### config.mk
export PLATFORM = sky130hd
export DESIGN_NAME = imem_loader
export DESIGN_NICKNAME = d
export VERILOG_FILES = /design/src/rtl/imem_loader.sv
export SDC_FILE = /design/constraint.sdc
export NUM_CORES = 1
export LEC_CHECK = 0
export BUFFER_PORTS_ARGS = -buffer_cell sky130_fd_sc_hd__buf_2
export CELL_PAD_IN_SITES_DETAIL_PLACEMENT = 0
export CELL_PAD_IN_SITES_GLOBAL_PLACEMENT = 1
export CORE_MARGIN = 10
export CORE_UTILIZATION = 41
export CTS_CLUSTER_DIAMETER = 120
export DETAILED_ROUTE_END_ITERATION = 16
export PLACE_DENSITY_LB_ADDON = 0.15
export SKIP_LAST_GASP = 1
export SYNTH_ARGS = -nofsm -noshare
export SYNTH_HDL_FRONTEND = slang
export SYNTH_SLANG_ARGS = --single-unit
export TNS_END_PERCENT = 1
### constraint.sdc
create_clock -name clk -period 4.5 [get_ports clk]
set_clock_uncertainty 0.05 [all_clocks]
set_input_delay 0.225 -clock clk [delete_from_list [all_inputs] [get_ports clk]]
set_output_delay 0.225 -clock clk [all_outputs]
set_load 0.1 [all_outputs]
### src/rtl/imem_loader.sv
// imem_loader: byte-stream boot loader for the instruction memory.
// Optional ld_last checksum byte: define IMEM_LOADER_CHKSUM_EN.
module imem_loader #(
    parameter int DEPTH  = 64,
    parameter int ADDR_W = 6
) (
    input  logic              clk,
    input  logic              rst,
    input  logic              ld_start,
    input  logic              ld_valid,
    input  logic [7:0]        ld_byte,
    input  logic              ld_last,
    output logic              ld_ready,
    output logic              mem_we,
    output logic [ADDR_W-1:0] mem_waddr,
    output logic [31:0]       mem_wdata,
    output logic              core_hold,
    output logic              ld_done,
    output logic              ld_err,
    output logic [ADDR_W:0]   word_count
);

    typedef enum logic [2:0] {
        S_IDLE,
        S_LOAD,
        S_FLUSH,
        S_DONE,
        S_RUN,
        S_ERR
    } state_t;

    localparam logic [ADDR_W:0] FULL    = DEPTH[ADDR_W:0];
    localparam logic [ADDR_W:0] IDX_ONE = {{ADDR_W{1'b0}}, 1'b1};

    state_t              state_q, state_d;
    logic [ADDR_W:0]     idx_q, idx_d;
    logic [1:0]          lane_q, lane_d;
    logic [31:0]         word_q, word_d;
    logic                mem_we_q, mem_we_d;
    logic [ADDR_W-1:0]   mem_waddr_q, mem_waddr_d;
    logic [31:0]         mem_wdata_q, mem_wdata_d;
    logic                ld_err_q, ld_err_d;
    logic [ADDR_W:0]     cnt_q, cnt_d;

    logic                accept;
    logic                overflow;
    logic [4:0]          lane_sh;
    logic [31:0]         merged;

`ifdef IMEM_LOADER_CHKSUM_EN
    logic [7:0]          sum_q, sum_d;
    logic [7:0]          sum_all;
    logic                chk_bad_q, chk_bad_d;

    assign sum_all  = sum_q + ld_byte;
    // The checksum byte carries no data, so it may arrive with memory full.
    assign overflow = (idx_q == FULL) && !ld_last;
`else
    assign overflow = (idx_q == FULL);
`endif

    assign accept  = (state_q == S_LOAD) && ld_valid;
    assign lane_sh = {lane_q, 3'b000};
    assign merged  = word_q | (32'(ld_byte) << lane_sh);

    // Next-state, byte assembly and write-strobe generation.
    always_comb begin
        state_d     = state_q;
        idx_d       = idx_q;
        lane_d      = lane_q;
        word_d      = word_q;
        mem_we_d    = 1'b0;
        mem_waddr_d = mem_waddr_q;
        mem_wdata_d = mem_wdata_q;
        ld_err_d    = ld_err_q;
        cnt_d       = cnt_q + {{ADDR_W{1'b0}}, mem_we_q};
`ifdef IMEM_LOADER_CHKSUM_EN
        sum_d       = sum_q;
        chk_bad_d   = chk_bad_q;
`endif
        unique case (state_q)
            S_IDLE, S_RUN, S_ERR: begin
                if (ld_start) begin
                    state_d  = S_LOAD;
                    idx_d    = '0;
                    lane_d   = '0;
                    word_d   = '0;
                    cnt_d    = '0;
                    ld_err_d = 1'b0;
`ifdef IMEM_LOADER_CHKSUM_EN
                    sum_d     = '0;
                    chk_bad_d = 1'b0;
`endif
                end
            end
            S_LOAD: begin
                if (accept) begin
                    if (overflow) begin
                        state_d  = S_ERR;
                        ld_err_d = 1'b1;
                    end
`ifdef IMEM_LOADER_CHKSUM_EN
                    else if (ld_last) begin
                        state_d   = S_FLUSH;
                        chk_bad_d = (sum_all != 8'h00);
                        lane_d    = '0;
                        word_d    = '0;
                        if (lane_q != 2'd0) begin
                            mem_we_d    = 1'b1;
                            mem_waddr_d = idx_q[ADDR_W-1:0];
                            mem_wdata_d = word_q;
                            idx_d       = idx_q + IDX_ONE;
                        end
                    end
`endif
                    else begin
                        lane_d = lane_q + 2'd1;
                        word_d = merged;
`ifdef IMEM_LOADER_CHKSUM_EN
                        sum_d  = sum_all;
`endif
                        if (lane_q == 2'd3 || ld_last) begin
                            mem_we_d    = 1'b1;
                            mem_waddr_d = idx_q[ADDR_W-1:0];
                            mem_wdata_d = merged;
                            idx_d       = idx_q + IDX_ONE;
                            lane_d      = '0;
                            word_d      = '0;
                        end
                        if (ld_last) begin
                            state_d = S_FLUSH;
                        end
                    end
                end
            end
            S_FLUSH: begin
                state_d = S_DONE;
`ifdef IMEM_LOADER_CHKSUM_EN
                if (chk_bad_q) begin
                    state_d  = S_ERR;
                    ld_err_d = 1'b1;
                end
`endif
            end
            S_DONE: begin
                state_d = S_RUN;
            end
            default: begin
                state_d = S_IDLE;
            end
        endcase
    end

    // State and datapath registers; reset aborts any load in progress.
    always_ff @(posedge clk or posedge rst) begin
        if (rst) begin
            state_q     <= S_IDLE;
            idx_q       <= '0;
            lane_q      <= '0;
            word_q      <= '0;
            mem_we_q    <= 1'b0;
            mem_waddr_q <= '0;
            mem_wdata_q <= '0;
            ld_err_q    <= 1'b0;
            cnt_q       <= '0;
`ifdef IMEM_LOADER_CHKSUM_EN
            sum_q       <= '0;
            chk_bad_q   <= 1'b0;
`endif
        end else begin
            state_q     <= state_d;
            idx_q       <= idx_d;
            lane_q      <= lane_d;
            word_q      <= word_d;
            mem_we_q    <= mem_we_d;
            mem_waddr_q <= mem_waddr_d;
            mem_wdata_q <= mem_wdata_d;
            ld_err_q    <= ld_err_d;
            cnt_q       <= cnt_d;
`ifdef IMEM_LOADER_CHKSUM_EN
            sum_q       <= sum_d;
            chk_bad_q   <= chk_bad_d;
`endif
        end
    end

    assign ld_ready   = (state_q == S_LOAD);
    assign core_hold  = (state_q != S_RUN);
    assign ld_done    = (state_q == S_DONE);
    assign mem_we     = mem_we_q;
    assign mem_waddr  = mem_waddr_q;
    assign mem_wdata  = mem_wdata_q;
    assign ld_err     = ld_err_q;
    assign word_count = cnt_q;

endmodule

# Yosys cells after proc, flatten, opt, wreduce, memory -nomap -nowiden
# Index checks and enable logic that the tools add are counted.
# classes
n_reduce_logical,10
eq_ne,14
n_mux,30
bitwise_logic,2
n_addsub,3
n_shift,1
# ops
operator,count
32-bit two-way mux,4
32-bit one-hot mux with 2 select lines,1
7-bit two-way mux,6
32-bit bitwise OR,1
8-bit by 5-bit left shift with 32-bit output,1
7-bit one-hot mux with 2 select lines,1
3-bit two-way mux,4
3-bit one-hot mux with 4 select lines,1
4-bit AND reduction,3
2-bit two-way mux,4
7-bit by 1-bit adder with 7-bit output,1
"7-bit by 1-bit adder with 7-bit output, second input constant",1
"7-bit == test, second input constant",1
1-bit two-way mux,7
"3-bit by 2-bit == test with 1-bit output, second input constant",2
"3-bit == test, second input constant",2
"2-bit by 1-bit != test with 1-bit output, second input constant",3
5-bit AND reduction,1
"2-bit != test, second input constant",2
2-bit one-hot mux with 2 select lines,1
"3-bit by 1-bit == test with 1-bit output, second input constant",1
3-bit logical NOT,1
"3-bit by 2-bit != test with 1-bit output, second input constant",1
"3-bit != test, second input constant",1
other kinds (9),9
# word_totals
in_bits,13
reg_bits,91
output_inout_bits,50

# Longest topological paths before layout
# Gate-level depths: netlist (run 1).
# logic_depth
word_depth,6
depth_mapped,8
mapped_depth_nobuf,6

# Least setup slack after synthesis (run 1)
# No wires, ideal clock.
# synth_path
path_type,reg2reg
start,reg state_q[1]
end,reg word_q[11]
t_required_ns,4.325
period_less_slack_ns,2.154
path_buffers,1
stages_incl_launch_ff,7
slack_ns,2.346
setup_ns,0.125
t_arrival_ns,1.979
path_cell_list,dfrtp_1 -> or3b_4 -> clkinv_2 -> nand3_2 -> clkbuf_1 -> a41oi_1 -> nor2_4
# synth_via
elab_chain_cells,4
# synth_lines
item,line_no,text
"start, declared",35,"state_t state_q, state_d;"
"start signal, assigned",171,state_q <= state_d;
3-bit by 1-bit == test with 1-bit output *,-,
named net ld_ready,13,"output logic ld_ready,"
1-bit logical AND,62,assign accept = (state_q == S_LOAD) && ld_valid;
2-bit by 1-bit != test with 1-bit output (no source line),-,
4-bit AND reduction (no source line),-,
"end signal, assigned",174,word_q <= word_d;
"end, declared",38,"logic [31:0] word_q, word_d;"
# The timed path passes the listed nets; every way through them passes the cells marked *.
# A chain may end at the register's enable or synchronous reset.

# Final worst setup path (run 1)
# layout_path
start,reg state_q[1]
end,reg idx_q[5]
# layout_via
elab_chain_cells,4
# layout_lines
item,line_no,text
"3-bit == test, or another cell as far along",81,unique case (state_q)
3-bit OR reduction or 1-bit logical AND (tied branches),"81, 62",
"2-bit != test (no source line), or another cell as far along",-,
5-bit AND reduction (no source line),-,
"end signal, assigned",172,idx_q <= idx_d;
"end, declared",36,"logic [ADDR_W:0] idx_q, idx_d;"
# Parallel ways exist; a longest one is shown, timed or not.

==> results of run 1 <==
## worst min-delay path: cells and delay by family
kind | cells | cell delay, ns
buffers and inverters | 1 | 0.13
AO/OA/AOI/OAI | 1 | 0.16
AND/OR/NAND/NOR | 1 | 0.05
## cell usage in the layout, fill, tap and decap left out, drive strengths merged, types with 4 or more instances in the layout
cell and count:
a21oi 71, a41oi 34, nand2 7, mux2 6, a31oi 5, dfrtp 91, inv 5, ha 5
clkbuf 11, nor2 74, and3 4, xor2 4, buf 65, nor2b 5, nand3 7
## logic make-up (layout without fill, tap and decap cells)
logic type      Yosys count  after routing  share of synthesized area [%]
compound gates          123            123                           19.6
simple gates            111            111                           16.0
flops                    91             91                           55.2
buf+inv                  40             88                           4.82
mux                       7              7                           1.88
fa+ha+maj                 5              5                           1.52
xor+xnor                  5              5                           1.06
## worst max path at each step
stage,start,end,slack [ns],cells past startpoint
6_report,state_q[1],idx_q[5],1.72,5
4_1_cts,state_q[1],idx_q[1],1.73,5
3_5_place_dp,state_q[1],idx_q[5],1.74,5
3_3_place_gp,state_q[1],idx_q[1],1.79,5
5_1_grt,state_q[1],idx_q[0],1.54,5
2_1_floorplan,rst,idx_q[0],1.86,1
## area by class of cell
type	count	area, µm²
tap	133	166
fill	944	5040
sequential	91	2280
inverter	6	25.0
multi-input combinational	251	1660
clock inverter	5	108
clock buffer	11	151
timing repair buffer	66	343
## registers in the layout, summed over array words and instances (netlist names)
register and flops:
mem_we 1, word_q 32, mem_wdata 32, ld_err 1, idx_q 7, lane_q 2, state_q 3, mem_waddr 6
word_count 7
## stage by stage
stage,cell area [µm²],cells,hold slack (ns),util [%],setup slack [ns]
floorplan,4130,382,0.392,-,1.86
global placement,4460,546,0.316,45.6,1.79
detailed placement,4460,546,0.321,45.6,1.74
CTS,4730,563,0.179,48.4,1.73
global route,4730,563,0.208,48.4,1.54
finish,4730,563,0.197,48.4,1.72
## repair_timing
item	in CTS	in global routing
endpoints found under the hold margin	40	0
hold buffers	1	0
buffers inserted	0	0
## layer usage
layer  share of wire [%]  track usage [%]  up-vias  routed length (µm)
li1                    -                -     1459                   -
met1                  49             17.8     1456                4610
met2                  44             20.1       55                4200
met3                 5.8             4.23        7                 550
met4                 1.0             4.52        0                  98
met5                   0                0        -                   0
==> results.sh, run 1 <==
export IMPL_dr_pass1_iters=4
export IMPL_clock_sinks=91
export IMPL_htreeDepth=3
export IMPL_rr_worst_depth=5
export IMPL_antenna_found_initial=0
export IMPL_period_needed_ns=2.78
export IMPL_cts_root_buf="clkbuf_8"
export IMPL_syn_area_um2=4130
export IMPL_design_die_area_um2=14500
export IMPL_diodes=0
export IMPL_synth_seq_cells=91
export IMPL_clockBufferDepth=2
export IMPL_cpMaxStageDelayCell="and3_4"
export IMPL_crit_type="flop to flop"
export IMPL_crit_fanout=38
export IMPL_drv_cap=0
export IMPL_required_ns=4.72
export IMPL_vias=2977
export IMPL_yosys_cell_types_count=45
export IMPL_post_cts_resized=0
export IMPL_hp_class="primary input to flop"
export IMPL_synth_async_reset_ratio_pct=100
export IMPL_status="complete, no violations"
export IMPL_routed_wl_mm=9.46
export IMPL_path_buf_inv=1
export IMPL_dieHeight_um=120
export IMPL_finalSetupTns_ns=0
export IMPL_r2r_slack_ns=1.72
export IMPL_max_freq_mhz=360
export IMPL_port_buffers=62
export IMPL_ios=63
export IMPL_grt_max_degree=52
export IMPL_gp_congestion=0.771
export IMPL_finalCritPeriodShare_pct=61.7
export IMPL_grt_pass1_wl_mm=15.8
export IMPL_drc=0
export IMPL_worst_skew_pair_late_latency_ns=0.35
export IMPL_slowest_delay_ns=0.70
export IMPL_worst_pin_slew_ns=1.04
export IMPL_yosysMostFrequentCell="dfrtp_1"
export IMPL_synthCells=382
export IMPL_synthTopCellsByCount="91 x dfrtp_1, 71 x a21oi_1, 54 x nor2_1"
export IMPL_synth_nets=400
export IMPL_cp_arrival_ns=3.00
export IMPL_syn2layout_area_growth_pct=14.6
export IMPL_worstHoldStart="ld_last"
export IMPL_die_x_um=120
export IMPL_crit_chain="or3b_4, clkinv_2, nand3_2, and3_4, a31oi_1"
export IMPL_hold_viol=0
export IMPL_core_rowCount=36
export IMPL_viasPerCell=5.29
export IMPL_dp_hpwl_mm=6.17
export IMPL_hold_depth=3
export IMPL_yosysTopAreaCell="dfrtp_1"
export IMPL_r2r_start="state_q[1]"
export IMPL_overflow=0
export IMPL_whs_endpoint="state_q[1]"
export IMPL_wl_per_cell_um=16.8
export IMPL_synthTopCellsByArea="dfrtp_1 55%, a21oi_1 8.6%, a41oi_1 7.2%"
export IMPL_grt_setup_unrepaired="false"
export IMPL_avgSynthCellArea_um2=10.8
export IMPL_synth_edff_count=0
export IMPL_yosysTopAreaCellShare_pct=55.2
export IMPL_numCtsBuffers=9
export IMPL_ys_flop_type="dfrtp_1"
export IMPL_seq_area_frac_synth_pct=55.2
export IMPL_cp_start_kind="flop"
export IMPL_grt_usage_pct=13.4
export IMPL_slew_viol_final=0
export IMPL_core_area_um2=9770
export IMPL_setup_violations=0
export IMPL_r2r_end="idx_q[5]"
export IMPL_drtAntennaViolNets=0
export IMPL_fin_nets=443
export IMPL_relSlewSlack_pct=30.3
export IMPL_cp_top_family="simple AND/OR/NAND/NOR gates"
export IMPL_clkTransAtPathRegs_ns=0.09
export IMPL_initial_core_util_pct=42.2
export IMPL_cts_tree="done"
export IMPL_ys_warn_count=0
export IMPL_drt_iter0_markers=198
export IMPL_grt_pass1_vias=3082
export IMPL_critPathCaptureType="flop"
export IMPL_layout_drive_gt1_share_pct=26.7
Power of run 1 is left out: the tool's default activity adds up to more than one toggle a clock period on the data nets, which glitch-free logic cannot reach.
==> run 2, diff against run 1 <==
==> constraint.sdc (replaced) <==
create_clock -name clk -period 2.7 [get_ports clk]
set_clock_uncertainty 0.05 [all_clocks]
set_input_delay 0.135 -clock clk [delete_from_list [all_inputs] [get_ports clk]]
set_output_delay 0.135 -clock clk [all_outputs]
set_load 0.1 [all_outputs]
==> run 2 against run 1 <==
Cell count grew 1.1%. Utilization grew 0.17 points. Sequential share of layout area shrank 0.16 points. Critical path depth grew 2. Register-to-register slack lost 1.3 ns. Largest cell class unchanged.
==> results.sh, run 2 (synthesis results as in run 1) <==
export IMPL_status="complete, no violations"
export IMPL_hold_viol=0
export IMPL_cts_setup_buffers=0
export IMPL_die_x_um=120
export IMPL_syn2layout_area_growth_pct=15.0
export IMPL_finalSetupTns_ns=0
export IMPL_htreeDepth=3
export IMPL_gp_congestion=0.785
export IMPL_grt_max_degree=92
export IMPL_cp_top_family="compound AO/OA/AOI/OAI gates"
export IMPL_drc=0
export IMPL_clkTransAtPathRegs_ns=0.09
export IMPL_final_setup_worst_slack_ns=0.456
export IMPL_wl_per_cell_um=16.5
export IMPL_cp_start_kind="flop"
export IMPL_overflow=0
export IMPL_worst_skew_pair_late_latency_ns=0.36
export IMPL_fillCellCount=963
export IMPL_numCtsBuffers=9
export IMPL_period_needed_ns=2.24
export IMPL_crit_fanout=16
export IMPL_hp_class="primary input to flop"
export IMPL_diodes=0
export IMPL_fin_nets=449
export IMPL_finalCritPeriodShare_pct=83.1
export IMPL_cts_root_buf="clkbuf_8"
export IMPL_dr_pass1_iters=4
export IMPL_grt_usage_pct=13.3
export IMPL_seqCellArea_um2=2280
export IMPL_grt_pass1_wl_mm=15.6
export IMPL_slew_viol_final=0
export IMPL_cp_arrival_ns=2.47
export IMPL_critPathCaptureType="flop"
export IMPL_slowest_delay_ns=0.65
export IMPL_grt_pass1_vias=2982
export IMPL_design_die_area_um2=14500
export IMPL_ios=63
export IMPL_grt_setup_unrepaired="false"
export IMPL_required_ns=2.93
export IMPL_multi_input_area_um2=1660
export IMPL_r2r_slack_ns=0.46
export IMPL_initial_core_util_pct=42.2
export IMPL_path_buf_inv=2
export IMPL_dieHeight_um=120
export IMPL_hold_worst_slack_ns=0.107
export IMPL_final_common_cell="dfrtp_1"
export IMPL_worst_pin_slew_ns=1.08
export IMPL_layout_drive_gt1_share_pct=27.5
export IMPL_drtAntennaViolNets=0
export IMPL_port_buffers=62
export IMPL_crit_chain="inv_1, ha_1, and4bb_2, a211oi_4, buf_4, nor2_1, a21oi_1"
export IMPL_core_rowCount=36
export IMPL_cpMaxStageDelayCell="a211oi_4"
export IMPL_core_area_um2=9770
export IMPL_routed_wl_mm=9.38
export IMPL_max_freq_mhz=446
export IMPL_vias=2990
export IMPL_cts_tree="done"
export IMPL_final_cell_mix="91 x dfrtp_1, 71 x a21oi_1, 62 x buf_2, 54 x nor2_1, 34 x a41oi_1"
export IMPL_viasPerCell=5.25
export IMPL_drv_cap=0
export IMPL_pre_cts_slack_ns=0.460
export IMPL_setup_violations=0
export IMPL_relSlewSlack_pct=27.7
export IMPL_drt_iter0_markers=143
export IMPL_antenna_found_initial=0
export IMPL_clock_sinks=91
export IMPL_clockBufferDepth=2
export IMPL_crit_type="flop to flop"
export IMPL_dp_hpwl_mm=6.11
==> run 2: path summary, 6_finish.rpt <==
kind	depth (start not counted)	start	to
setup / recovery	7	idx_q[0]	mem_wdata[27]
hold / removal	3	ld_last	state_q[1]
setup reg to reg	7	idx_q[0]	mem_wdata[27]
hold reg to reg	1	ld_err	ld_err
max in group asynchronous	4	rst	mem_wdata[12]
min in group asynchronous	4	rst	mem_wdata[1]
==> run 2: stage by stage <==
step           utilization [%]  instances  cell area (µm²)
5_1_grt                   48.6        569             4750
2_1_floorplan                -        382             4130
4_1_cts                   48.6        569             4750
3_3_place_gp              46.5        552             4540
3_5_place_dp              46.5        552             4540
6_report                  48.6        569             4750
==> run 2: tightest hold or removal path: stages <==
cell and delay [ns]:
buf_2 0.13, a31oi_1 0.16, nor3_1 0.05
==> run 2: metal layers <==
metal	global-route usage (%)	up-vias	routed length (µm)
li1	-	1466	-
met3	4.19	11	547
met2	19.1	57	4190
met1	18.3	1456	4500
met5	0	-	0
met4	5.43	0	140
==> run 2: cell type report <==
cell class                 instances  area share, %
clock buffer                      10           2.69
tap                              133           3.51
clock inverter                     6           1.37
inverter                           6          0.527
sequential                        91           48.0
timing repair buffer              72           8.96
multi-input combinational        251           35.0
==> run 2: repair_timing <==
action                                  4_1_cts  5_1_grt
resized for setup                             0        0
hold endpoints to repair                     91        0
hold buffers                                  1        0
endpoints found under the setup margin        0        0
Power of run 2 is left out for the same reason.
==> run 3, diff against run 2 <==
--- a/config.mk
+++ b/config.mk
@@ -5,6 +5,7 @@
 export SDC_FILE = /design/constraint.sdc
 export NUM_CORES = 1
 export LEC_CHECK = 0
+export ABC_AREA = 1
 export BUFFER_PORTS_ARGS = -buffer_cell sky130_fd_sc_hd__buf_2
 export CELL_PAD_IN_SITES_DETAIL_PLACEMENT = 0
 export CELL_PAD_IN_SITES_GLOBAL_PLACEMENT = 1
==> constraint.sdc (replaced) <==
create_clock -name clk -period 2.2 [get_ports clk]
set_clock_uncertainty 0.05 [all_clocks]
set_input_delay 0.11 -clock clk [delete_from_list [all_inputs] [get_ports clk]]
set_output_delay 0.11 -clock clk [all_outputs]
set_load 0.1 [all_outputs]
==> run 3 against run 2 <==
Register-to-register slack got worse by 0.19 ns. Global-route usage increased by 1.6 points. Sequential cell count unchanged. Die area increased by 8.5%. First-iteration DRC count increased by 99%. Final area increased by 10%. Hold slack got worse by 0.0038 ns. Sequential share of layout area decreased by 4.6 points. Utilization decreased by 0.18 points. Count of clock-buffer cells in the layout increased by 2. Cell count increased by 40%. Critical path type unchanged. Largest cell class unchanged. Highest routed layer unchanged.
==> results.sh, run 3 <==
export IMPL_status="complete, no violations"
export IMPL_period_needed_ns=1.93
export IMPL_p_total_mw=7.27
export IMPL_cp_start_kind="flop"
export IMPL_grt_usage_pct=15.0
export IMPL_syn_area_um2=4550
export IMPL_dp_hpwl_mm=8.14
export IMPL_dieHeight_um=125
export IMPL_multi_input_area_um2=1940
export IMPL_finalSetupTns_ns=0
export IMPL_wl_per_cell_um=14.7
export IMPL_core_area_um2=10800
export IMPL_synth_edff_count=0
export IMPL_p_per_area_nw_per_um2=1390
export IMPL_seqCellArea_um2=2280
export IMPL_placed_cell_area_um2=5010
export IMPL_cts_root_buf="clkbuf_8"
export IMPL_numCtsBuffers=9
export IMPL_topRoutingLayerUsed="met4"
export IMPL_cts_tree="done"
export IMPL_finalCritPeriodShare_pct=87.9
export IMPL_drtAntennaViolNets=0
export IMPL_slew_viol_final=0
export IMPL_synth_nets=610
export IMPL_hp_class="primary input to flop"
export IMPL_port_buffers=62
export IMPL_worst_skew_pair_late_latency_ns=0.36
export IMPL_max_freq_mhz=517
export IMPL_synthTopCellsByCount="261 x nand2_1, 91 x dfrtp_1, 52 x nor2_1"
export IMPL_htreeDepth=3
export IMPL_placed_cells=782
export IMPL_rr_worst_depth=11
export IMPL_postLayoutCoreUtil_pct=48.4
export IMPL_clkTransAtPathRegs_ns=0.09
export IMPL_die_x_um=125
export IMPL_final_common_cell="nand2_1"
export IMPL_synthCells=592
export IMPL_yosysTopAreaCell="dfrtp_1"
export IMPL_met1_length_mm=5.67
export IMPL_ys_warn_count=0
export IMPL_drc=0
export IMPL_grt_pass1_wl_mm=19.8
export IMPL_yosysTopAreaCellShare_pct=50.1
export IMPL_grt_setup_unrepaired="false"
export IMPL_cp_arrival_ns=2.14
export IMPL_drt_iter0_markers=284
export IMPL_final_cell_area_um2=5250
export IMPL_required_ns=2.40
export IMPL_pre_cts_slack_ns=0.268
export IMPL_avgSynthCellArea_um2=7.68
export IMPL_fin_nets=672
export IMPL_clock_sinks=91
export IMPL_diodes=0
export IMPL_hold_depth=4
export IMPL_ys_flop_type="dfrtp_1"
export IMPL_critPathCaptureType="flop"
export IMPL_routed_wl_mm=11.7
export IMPL_hold_viol=0
export IMPL_setup_violations=0
export IMPL_yosysMostFrequentCell="nand2_1"
export IMPL_synthTopCellsByArea="dfrtp_1 50%, nand2_1 22%, nand3_1 4.8%"
export IMPL_ir_drop_mv=1.14
export IMPL_ios=63
export IMPL_drv_cap=0
export IMPL_design_die_area_um2=15700
export IMPL_dr_pass1_iters=4
export IMPL_syn2layout_area_growth_pct=15.3
export IMPL_seq_area_frac_synth_pct=50.1
export IMPL_fillCellCount=1117
export IMPL_crit_type="flop to flop"
export IMPL_route_met3_wl_um=583
export IMPL_yosys_cell_types_count=28
export IMPL_power_leakage_nw=2.88
export IMPL_core_rowCount=38
export IMPL_crit_fanout=35
export IMPL_clockBufferDepth=2
export IMPL_layout_drive_gt1_share_pct=17.1
export IMPL_initial_core_util_pct=42.0
export IMPL_relSlewSlack_pct=53.2
export IMPL_viasPerCell=4.82
export IMPL_cts_setup_buffers=0
export IMPL_overflow=0
export IMPL_final_setup_worst_slack_ns=0.267
export IMPL_wl_met2_mm=5.27
export IMPL_vias=3852
export IMPL_antenna_found_initial=0
export IMPL_grt_pass1_vias=3934
export IMPL_synth_seq_cells=91
export IMPL_hold_worst_slack_ns=0.103
export IMPL_gp_congestion=0.837
export IMPL_grt_max_degree=37
export IMPL_final_cell_mix="261 x nand2_1, 91 x dfrtp_1, 62 x buf_2, 51 x nor2_1, 44 x nand3_1"
export IMPL_synth_async_reset_ratio_pct=100
export IMPL_final_cells=799
export IMPL_worst_pin_slew_ns=0.701
[run 3: what timing repair did]
action	4_1_cts	5_1_grt
hold endpoints to repair	26	0
resized for setup	0	0
hold buffers	1	0
endpoints found under the setup margin	0	0
[run 3: path summary, 6_finish.rpt]
check	startpoint	endpoint	slack, ns
min	ld_start	word_count[1]	0.10
min reg2reg	word_q[6]	word_q[6]	0.42
min in group asynchronous	rst	word_q[28]	0.34
max	idx_q[1]	mem_wdata[6]	0.27
max reg2reg	idx_q[1]	mem_wdata[6]	0.27
max in group asynchronous	rst	idx_q[0]	1.16
[run 3: metal layers]
layer	vias up	track usage (%)
met5	-	0
met4	0	5.96
met3	15	2.79
met2	75	23.8
met1	1784	19.7
li1	1978	-
[run 3: critical path, cell delays in order, from the launching register on]
cell	delay (ns)
dfrtp_1	0.42
inv_1	0.10
ha_1	0.14
inv_1	0.04
nor2_1	0.21
nand2_1	0.13
nand2_2	0.11
inv_2	0.05
nand2_4	0.18
inv_4	0.19
nand2_1	0.12
nand2_1	0.05
[run 3: cell type report]
cell class	instances	share of cell area, %
sequential	91	43.4
tap	140	3.34
inverter	41	3.10
multi-input combinational	433	37.1
clock buffer	12	2.96
timing repair buffer	78	8.73
clock inverter	4	1.38
[run 3: logic make-up (layout without fill, tap and decap cells)]
family	after synthesis	after routing	share of synthesized area (%)
compound gates	54	54	7.04
flops	91	91	50.1
xor+xnor	2	2	0.385
simple gates	372	372	33.9
fa+ha+maj	5	5	1.38
buf+inv	68	135	7.26
[run 3: report_power, final]
group | switching [mW] | internal (mW)
sequential | 0.194 | 1.99
combinational | 3.07 | 0.710
clock | 0.609 | 0.702
total | 3.88 | 3.40
No activity file was read; power rests on OpenSTA's default activity.
